<file path="src/rtl/psum_drain.sv">
// Column partial-sum drain: accumulates K psums per result and queues results.
// Define PSUM_DRAIN_SAT_EN to saturate the accumulator instead of wrapping.
module psum_drain #(
    parameter int DATA_W = 24,
    parameter int ACC_W  = 32,
    parameter int DEPTH  = 4
) (
    input  logic              clk,
    input  logic              rst_n,
    input  logic              start,
    input  logic [7:0]        num_tiles,
    input  logic [7:0]        num_results,
    input  logic              psum_valid,
    input  logic [DATA_W-1:0] psum_in,
    output logic              psum_ready,
    output logic              res_valid,
    output logic [ACC_W-1:0]  res_data,
    output logic              res_last,
    input  logic              res_ready,
    output logic              busy,
    output logic              done,
    output logic              overflow
);

    localparam int AW = $clog2(DEPTH);

    typedef enum logic [1:0] {
        IDLE,
        ACCUM,
        DRAIN
    } state_t;

    state_t           state_q;
    logic [7:0]       tiles_q;
    logic [7:0]       results_q;
    logic [7:0]       tile_cnt_q;
    logic [7:0]       res_cnt_q;
    logic [ACC_W-1:0] acc_q;
    logic             ovf_q;
    logic             done_q;

    logic [ACC_W:0]   mem_q [DEPTH];
    logic [AW-1:0]    wr_q;
    logic [AW-1:0]    rd_q;
    logic [AW:0]      cnt_q;

    logic             full;
    logic             accept;
    logic             last_tile;
    logic             last_res;
    logic             push;
    logic             pop;
    logic [ACC_W:0]   sum;
    logic             carry;
    logic [ACC_W-1:0] acc_d;

    assign full      = (cnt_q == (AW+1)'(DEPTH));
    assign accept    = (state_q == ACCUM) && !full && psum_valid;
    assign last_tile = (tile_cnt_q == tiles_q - 8'd1);
    assign last_res  = (res_cnt_q == results_q - 8'd1);
    assign push      = accept && last_tile;
    assign pop       = (cnt_q != '0) && res_ready;

    assign sum   = {1'b0, acc_q} + (ACC_W+1)'(psum_in);
    assign carry = sum[ACC_W];

`ifdef PSUM_DRAIN_SAT_EN
    // Once saturated, any further nonzero psum carries again and re-saturates.
    assign acc_d = carry ? {ACC_W{1'b1}} : sum[ACC_W-1:0];
`else
    assign acc_d = sum[ACC_W-1:0];
`endif

    assign psum_ready = (state_q == ACCUM) && !full;
    assign res_valid  = (cnt_q != '0);
    assign res_data   = mem_q[rd_q][ACC_W-1:0];
    assign res_last   = mem_q[rd_q][ACC_W];
    assign busy       = (state_q != IDLE);
    assign done       = done_q;
    assign overflow   = ovf_q;

    always_ff @(posedge clk or negedge rst_n) begin
        if (!rst_n) begin
            state_q    <= IDLE;
            tiles_q    <= 8'd1;
            results_q  <= 8'd1;
            tile_cnt_q <= '0;
            res_cnt_q  <= '0;
            acc_q      <= '0;
            ovf_q      <= 1'b0;
            done_q     <= 1'b0;
        end else begin
            done_q <= 1'b0;
            unique case (state_q)
                IDLE: begin
                    if (start) begin
                        tiles_q    <= (num_tiles == '0) ? 8'd1 : num_tiles;
                        results_q  <= (num_results == '0) ? 8'd1 : num_results;
                        tile_cnt_q <= '0;
                        res_cnt_q  <= '0;
                        acc_q      <= '0;
                        ovf_q      <= 1'b0;
                        state_q    <= ACCUM;
                    end
                end
                ACCUM: begin
                    if (accept) begin
                        if (carry) ovf_q <= 1'b1;
                        if (last_tile) begin
                            acc_q      <= '0;
                            tile_cnt_q <= '0;
                            res_cnt_q  <= res_cnt_q + 8'd1;
                            if (last_res) state_q <= DRAIN;
                        end else begin
                            acc_q      <= acc_d;
                            tile_cnt_q <= tile_cnt_q + 8'd1;
                        end
                    end
                end
                DRAIN: begin
                    if (pop && cnt_q == (AW+1)'(1)) begin
                        done_q  <= 1'b1;
                        state_q <= IDLE;
                    end
                end
                default: state_q <= IDLE;
            endcase
        end
    end

    always_ff @(posedge clk or negedge rst_n) begin
        if (!rst_n) begin
            for (int i = 0; i < DEPTH; i++) mem_q[i] <= '0;
            wr_q  <= '0;
            rd_q  <= '0;
            cnt_q <= '0;
        end else begin
            if (push) begin
                mem_q[wr_q] <= {last_res, acc_d};
                wr_q        <= wr_q + AW'(1);
            end
            if (pop) rd_q <= rd_q + AW'(1);
            unique case ({push, pop})
                2'b10:   cnt_q <= cnt_q + (AW+1)'(1);
                2'b01:   cnt_q <= cnt_q - (AW+1)'(1);
                default: cnt_q <= cnt_q;
            endcase
        end
    end

endmodule

</file>
<file path="config.mk">
export PLATFORM = sky130hd
export DESIGN_NAME = psum_drain
export DESIGN_NICKNAME = d
export VERILOG_FILES = /design/src/rtl/psum_drain.sv
export SDC_FILE = /design/constraint.sdc
export NUM_CORES = 1
export LEC_CHECK = 0
export CORE_MARGIN = 1.5
export CORE_UTILIZATION = 60
export DETAILED_ROUTE_END_ITERATION = 10
export PLACE_DENSITY = 0.91
export SYNTH_ARGS = -nofsm -noshare
export SYNTH_HDL_FRONTEND = slang
export SYNTH_SLANG_ARGS = --single-unit
</file>
<file path="constraint.sdc">
create_clock -name clk -period 5.1 [get_ports clk]
set_input_delay 1.02 -clock clk [delete_from_list [all_inputs] [get_ports clk]]
set_output_delay 1.02 -clock clk [all_outputs]
set_load 0.02 [all_outputs]
</file>
==> results of run 1 <==
-- critical path: stages, from the launching register on --
cell,delay (ns)
dfrtp_1,1.14
buf_4,0.42
mux4_2,0.39
clkdlybuf4s50_1,0.56
-- layer usage --
layer  global-route usage [%]  up-vias
li1                         -     3718
met1                    37.27     4214
met2                    45.19      340
met3                    3.567       75
met4                    10.53        0
met5                        0        -
-- report_power, final --
| group | leakage [nW] | total [mW] | internal, mW | switching [mW] |
|---|---|---|---|---|
| clock | 0.375 | 1.65 | 1.00 | 0.648 |
| combinational | 2.91 | 2.74 | 1.16 | 1.59 |
| sequential | 2.78 | 2.36 | 1.98 | 0.372 |
| total | 6.06 | 6.75 | 4.14 | 2.61 |
-- cell families after synthesis --
group	Yosys count	share of synthesized area (%)
muxes	165	20.31
AOI/OAI and AO/OA	183	10.72
buffers and inverters	77	3.578
xor gates and xnor gates	52	3.995
and+or+nand+nor	263	11.70
adders and majority gates	38	4.237
DFF	207	45.46
-- cells in the final DEF, fill, tap and decap left out, drive strengths merged, types with 23 or more instances in the layout --
master         Yosys  layout
clkdlybuf4s50      0      81
xnor2             34      34
a21oi             37      37
ha                37      37
mux2             128     128
clkbuf            30      30
nand2            110     110
nor2              39      39
inv               23      23
mux4              33      33
dfrtp            205     205
o21ai             47      47
-- metrics by stage --
step           hold WS (ns)  instances
4_1_cts              0.4809       1293
3_5_place_dp         0.4669       1256
5_1_grt              0.5025       1293
3_3_place_gp         0.4565       1256
2_1_floorplan        0.4428        985
6_report             0.4802       1293
-- registers in the layout (all words and copies together), names as in the netlist --
signal and flops:
cnt_q 3, results_q 8, done 1, overflow 1, tile_cnt_q 8, mem_q 132
rd_q 2, state_q 2, wr_q 2, res_cnt_q 8, acc_q 32, tiles_q 8
-- worst max path at each step --
stage	startpoint	endpoint	cells past startpoint	slack [ns]
after global routing	rd_q[1]	res_data[26]	3	1.03
after detailed placement	psum_in[8]	acc_q[25]	9	0.96
after CTS	rd_q[1]	res_data[26]	3	1.11
final	rd_q[1]	res_data[28]	3	1.06
after global placement	psum_in[0]	mem_q[123]	10	1.15
after floorplan	psum_in[7]	mem_q[115]	9	1.77
-- final cells by class --
class | instances | area [um^2] | share of cell area, %
clock buffers | 29 | 658.1 | 5.049
repair buffers | 91 | 904.6 | 6.940
multi-input cells | 701 | 5817 | 44.62
well taps | 234 | 292.8 | 2.246
clock inverters | 8 | 92.59 | 0.7103
flip-flops and latches | 207 | 5184 | 39.77
inverters | 23 | 86.33 | 0.6623
==> results.sh, run 1 <==
export IMPL_status="completed"
export IMPL_startpoint_type="flip-flop"
export IMPL_reg2reg_slack_ns=1.44
export IMPL_core_um2=18640
export IMPL_crit_type="flip-flop to primary output"
export IMPL_detail_route_wl_per_cell_um=20.55
export IMPL_wl_met1_mm=11.26
export IMPL_clk_path_buf_depth=3
export IMPL_power_density_nw_per_um2=517.5
export IMPL_synth_nets=1068
export IMPL_cts_setup_buffers=0
export IMPL_routed_top_layer="met4"
export IMPL_grt_max_degree=134
export IMPL_die_h_um=140.8
export IMPL_die_w_um=140.8
export IMPL_post_place_ws_ns=0.9595
export IMPL_synth_edf_count=0
export IMPL_wl_met3_mm=1.529
export IMPL_utilization_pct=69.92
export IMPL_post_route_period_util_pct=79.18
export IMPL_ant_nets=0
export IMPL_synth_common_cells="dfrtp_1 (205), nand2_1 (110), mux2_2 (102), o21ai_0 (46), nor2_1 (39)"
export IMPL_tritoncts="yes"
export IMPL_timing_max_cap_violations=0
export IMPL_yosysTopAreaCell="dfrtp_1"
export IMPL_synthCells=985
export IMPL_yosys_top_cells_area="dfrtp_1 (45%), mux2_2 (10%), mux4_2 (6.5%), ha_1 (4.1%), nand2_1 (3.6%)"
export IMPL_hp_class="flip-flop to flip-flop"
export IMPL_synthDistinctLibCells=65
export IMPL_via_count=8347
export IMPL_worst_pin_slew_ns=1.206
export IMPL_period_needed_ns=4.038
export IMPL_r2r_end="mem_q[73]"
export IMPL_grtUsageTotal_pct=27.38
export IMPL_drive_gt1_share_pct=20.68
export IMPL_synth_warnings=0
export IMPL_io_pins=83
export IMPL_crit_path_end_kind="primary output"
export IMPL_cts_root_buf="clkbuf_16"
export IMPL_clkLatencyLatePin_ns=0.51
export IMPL_rsz0062_at_grt="false"
export IMPL_post_cts_resized=0
export IMPL_grt_antenna_before_repair=0
export IMPL_max_slew_margin_pct=19.57
export IMPL_critPathArrivalTime_ns=3.02
export IMPL_drtPass1Iterations=5
export IMPL_setup_violations=0
export IMPL_place_gp_congestion=0.9349
export IMPL_yosysMostFrequentCell="dfrtp_1"
export IMPL_drc=0
export IMPL_cp_max_fo=21
export IMPL_drt_wl_total_mm=26.58
export IMPL_ys_ff_latch=207
export IMPL_hp_start="mem_q[58]"
export IMPL_ir_drop_mv=0.3020
export IMPL_cts_hold_fix_buffers=0
export IMPL_io_buffers=82
export IMPL_syn_avg_cell_area_um2=11.57
export IMPL_cp_required_ns=4.08
export IMPL_vias_per_cell=6.456
export IMPL_max_freq_ghz=0.2476
export IMPL_fillers=1301
export IMPL_dp_hpwl_mm=17.33
export IMPL_ys_seq_area_share_pct=45.46
export IMPL_finalPower_mw=6.746
export IMPL_p_leak_nw=6.060
export IMPL_syn_cell_area_um2=11400
export IMPL_holdPathEnd="mem_q[58]"
export IMPL_post_route_cell_area_um2=13040
export IMPL_drv_slew=0
export IMPL_grt_pass1_wl_mm=43.49
export IMPL_path_clk_slew_ns=0.06
export IMPL_dpl_cell_area_um2=12280
export IMPL_cts_buffers=22
export IMPL_met2_length_mm=12.83
export IMPL_clock_sinks=207
export IMPL_synth_top_area_share_pct=45.00
export IMPL_skew_ns=0.01405
export IMPL_nets=1129
export IMPL_r2r_start="tiles_q[1]"
export IMPL_diodes=0
export IMPL_cts_max_level=1
export IMPL_dieArea_um2=19840
export IMPL_hold_viol_final=0
export IMPL_overflow=0
export IMPL_grt_pass1_vias=8453
export IMPL_async_reset_ff_share_pct=100.0
export IMPL_holdPathStages=2
export IMPL_fin_ws_ns=1.062
export IMPL_ys_flop_type="dfrtp_1"
export IMPL_fin_setup_tns_ns=0
export IMPL_areaGrowthSynthToFinish_pct=14.35
export IMPL_initial_core_util_pct=61.15
export IMPL_reg2reg_depth=8
export IMPL_drtIter0Drc=780
export IMPL_rows=50
Power figures use the tool's default switching activity.
==> run 2: changes to the inputs <==
CORE_UTILIZATION = 54   (was 60)
PLACE_DENSITY = 0.87   (was 0.91)
clock period = 3.3 ns   (was 5.1 ns; I/O delays follow)
==> results.sh, run 2 (synthesis results as in run 1) <==
export IMPL_post_cts_resized=0
export IMPL_io_pins=83
export IMPL_cts_buffers=23
export IMPL_grt_pass1_wl_mm=46.01
export IMPL_period_needed_ns=3.155
export IMPL_reg2reg_depth=8
export IMPL_hold_viol_final=0
export IMPL_cts_max_level=1
export IMPL_place_gp_congestion=0.9215
export IMPL_via_count=8591
export IMPL_max_slew_margin_pct=58.25
export IMPL_setup_violations=0
export IMPL_post_place_ws_ns=-0.1976
export IMPL_r2r_start="tiles_q[2]"
export IMPL_largest_register_ffs=132
export IMPL_skew_ns=0.02352
export IMPL_power_density_nw_per_um2=805.4
export IMPL_finalPower_mw=11.02
export IMPL_drive_gt1_share_pct=25.60
export IMPL_startpoint_type="flip-flop"
export IMPL_worst_pin_slew_ns=0.6218
export IMPL_fin_ws_ns=0.1453
export IMPL_path_clk_slew_ns=0.06
export IMPL_die_w_um=148.3
export IMPL_die_h_um=148.3
export IMPL_clk_path_buf_depth=3
export IMPL_critPathArrivalTime_ns=2.49
export IMPL_crit_type="flip-flop to primary output"
export IMPL_rsz0062_at_grt="false"
export IMPL_detail_route_wl_per_cell_um=19.81
export IMPL_diodes=0
export IMPL_ir_drop_mv=0.4849
export IMPL_core_um2=20490
export IMPL_ant_nets=0
export IMPL_tritoncts="yes"
export IMPL_grtUsageTotal_pct=26.22
export IMPL_cts_root_buf="clkbuf_16"
export IMPL_post_route_period_util_pct=95.60
export IMPL_reg2reg_slack_ns=0.30
export IMPL_timing_max_cap_violations=0
export IMPL_drtPass1Iterations=7
export IMPL_rows=52
export IMPL_cts_setup_buffers=0
export IMPL_vias_per_cell=6.123
export IMPL_drt_wl_total_mm=27.79
export IMPL_overflow=0
export IMPL_drtIter0Drc=641
export IMPL_cp_max_fo=22
export IMPL_cp_required_ns=2.64
export IMPL_io_buffers=82
export IMPL_fin_cells=1403
export IMPL_p_leak_nw=6.424
export IMPL_grt_antenna_before_repair=0
export IMPL_final_cell_mix="dfrtp_1 (204), nand2_1 (110), mux2_2 (102)"
export IMPL_hp_class="primary input to async pin"
export IMPL_max_freq_ghz=0.3170
export IMPL_place_inst=1365
export IMPL_drc=0
export IMPL_nets=1203
export IMPL_top_register="mem_q"
export IMPL_clock_sinks=207
export IMPL_initial_core_util_pct=55.62
export IMPL_final_common_cell="dfrtp_1"
export IMPL_r2r_end="tile_cnt_q[0]"
export IMPL_utilization_pct=66.75
export IMPL_clkLatencyLatePin_ns=0.52
export IMPL_grt_max_degree=72
export IMPL_largestRegisters="mem_q (132), acc_q (32)"
export IMPL_drv_slew=0
export IMPL_dieArea_um2=21990
export IMPL_crit_path_end_kind="primary output"
export IMPL_dp_hpwl_mm=18.40
export IMPL_grt_pass1_vias=8950
export IMPL_cts_hold_fix_buffers=0
export IMPL_areaGrowthSynthToFinish_pct=20.01
export IMPL_fin_setup_tns_ns=0
export IMPL_status="completed"
[run 2: changes by cell type in the layout (fill, tap and decap cells not counted)]
cell,change
clkbuf_8,-3
clkinv_2,-1
buf_12,+4
clkinvlp_4,+1
bufinv_16,+1
buf_4,+69
clkbuf_1,+3
[run 2: where the power goes]
group	internal [mW]	total [mW]	switching [mW]
clock network	1.57	2.60	1.03
registers	3.07	3.52	0.454
logic	2.22	4.89	2.67
total	6.86	11.0	4.16
[run 2: layout make-up]
type	count	area, um^2
clock inverters	9	125.1
well taps	270	337.8
fillers	1484	6814
inverters	23	86.33
flip-flops and latches	207	5184
clock buffers	29	628.1
multi-input cells	701	5817
repair buffers	164	1503
[run 2: how the worst max path moves through the flow]
stage,startpoint,cells past startpoint,endpoint,slack (ns)
floorplan,psum_in[7],9,mem_q[115],0.33
global placement,psum_in[0],13,mem_q[96],-0.20
detailed placement,psum_in[0],10,mem_q[115],-0.20
CTS,rd_q[0],3,res_data[28],0.12
global route,psum_in[0],12,mem_q[92],0.03
finish,rd_q[0],3,res_data[28],0.15
[run 2: stage by stage]
step                      instance area (um^2)  hold slack (ns)
after floorplan                          11400           0.3644
after global placement                   12930           0.4565
after detailed placement                 12930           0.4651
after CTS                                13680           0.1849
after global routing                     13680           0.2025
final                                    13680           0.1601
[run 2: metal layers]
layer  vias to the layer above  wire, um  global-route usage, %  part of all wire [%]
met1                      4300     11860                  34.75                    43
met5                         -         0                      0                     0
met4                         0       986                  10.40                   3.5
met2                       328     13380                  43.86                    48
li1                       3879         -                      -                     -
met3                        84      1556                  3.620                   5.6
[run 2: critical path, stage by stage (launching register included)]
cell and delay [ns]:
dfrtp_2 0.36, buf_4 0.41, mux4_2 0.63, clkdlybuf4s50_1 0.57
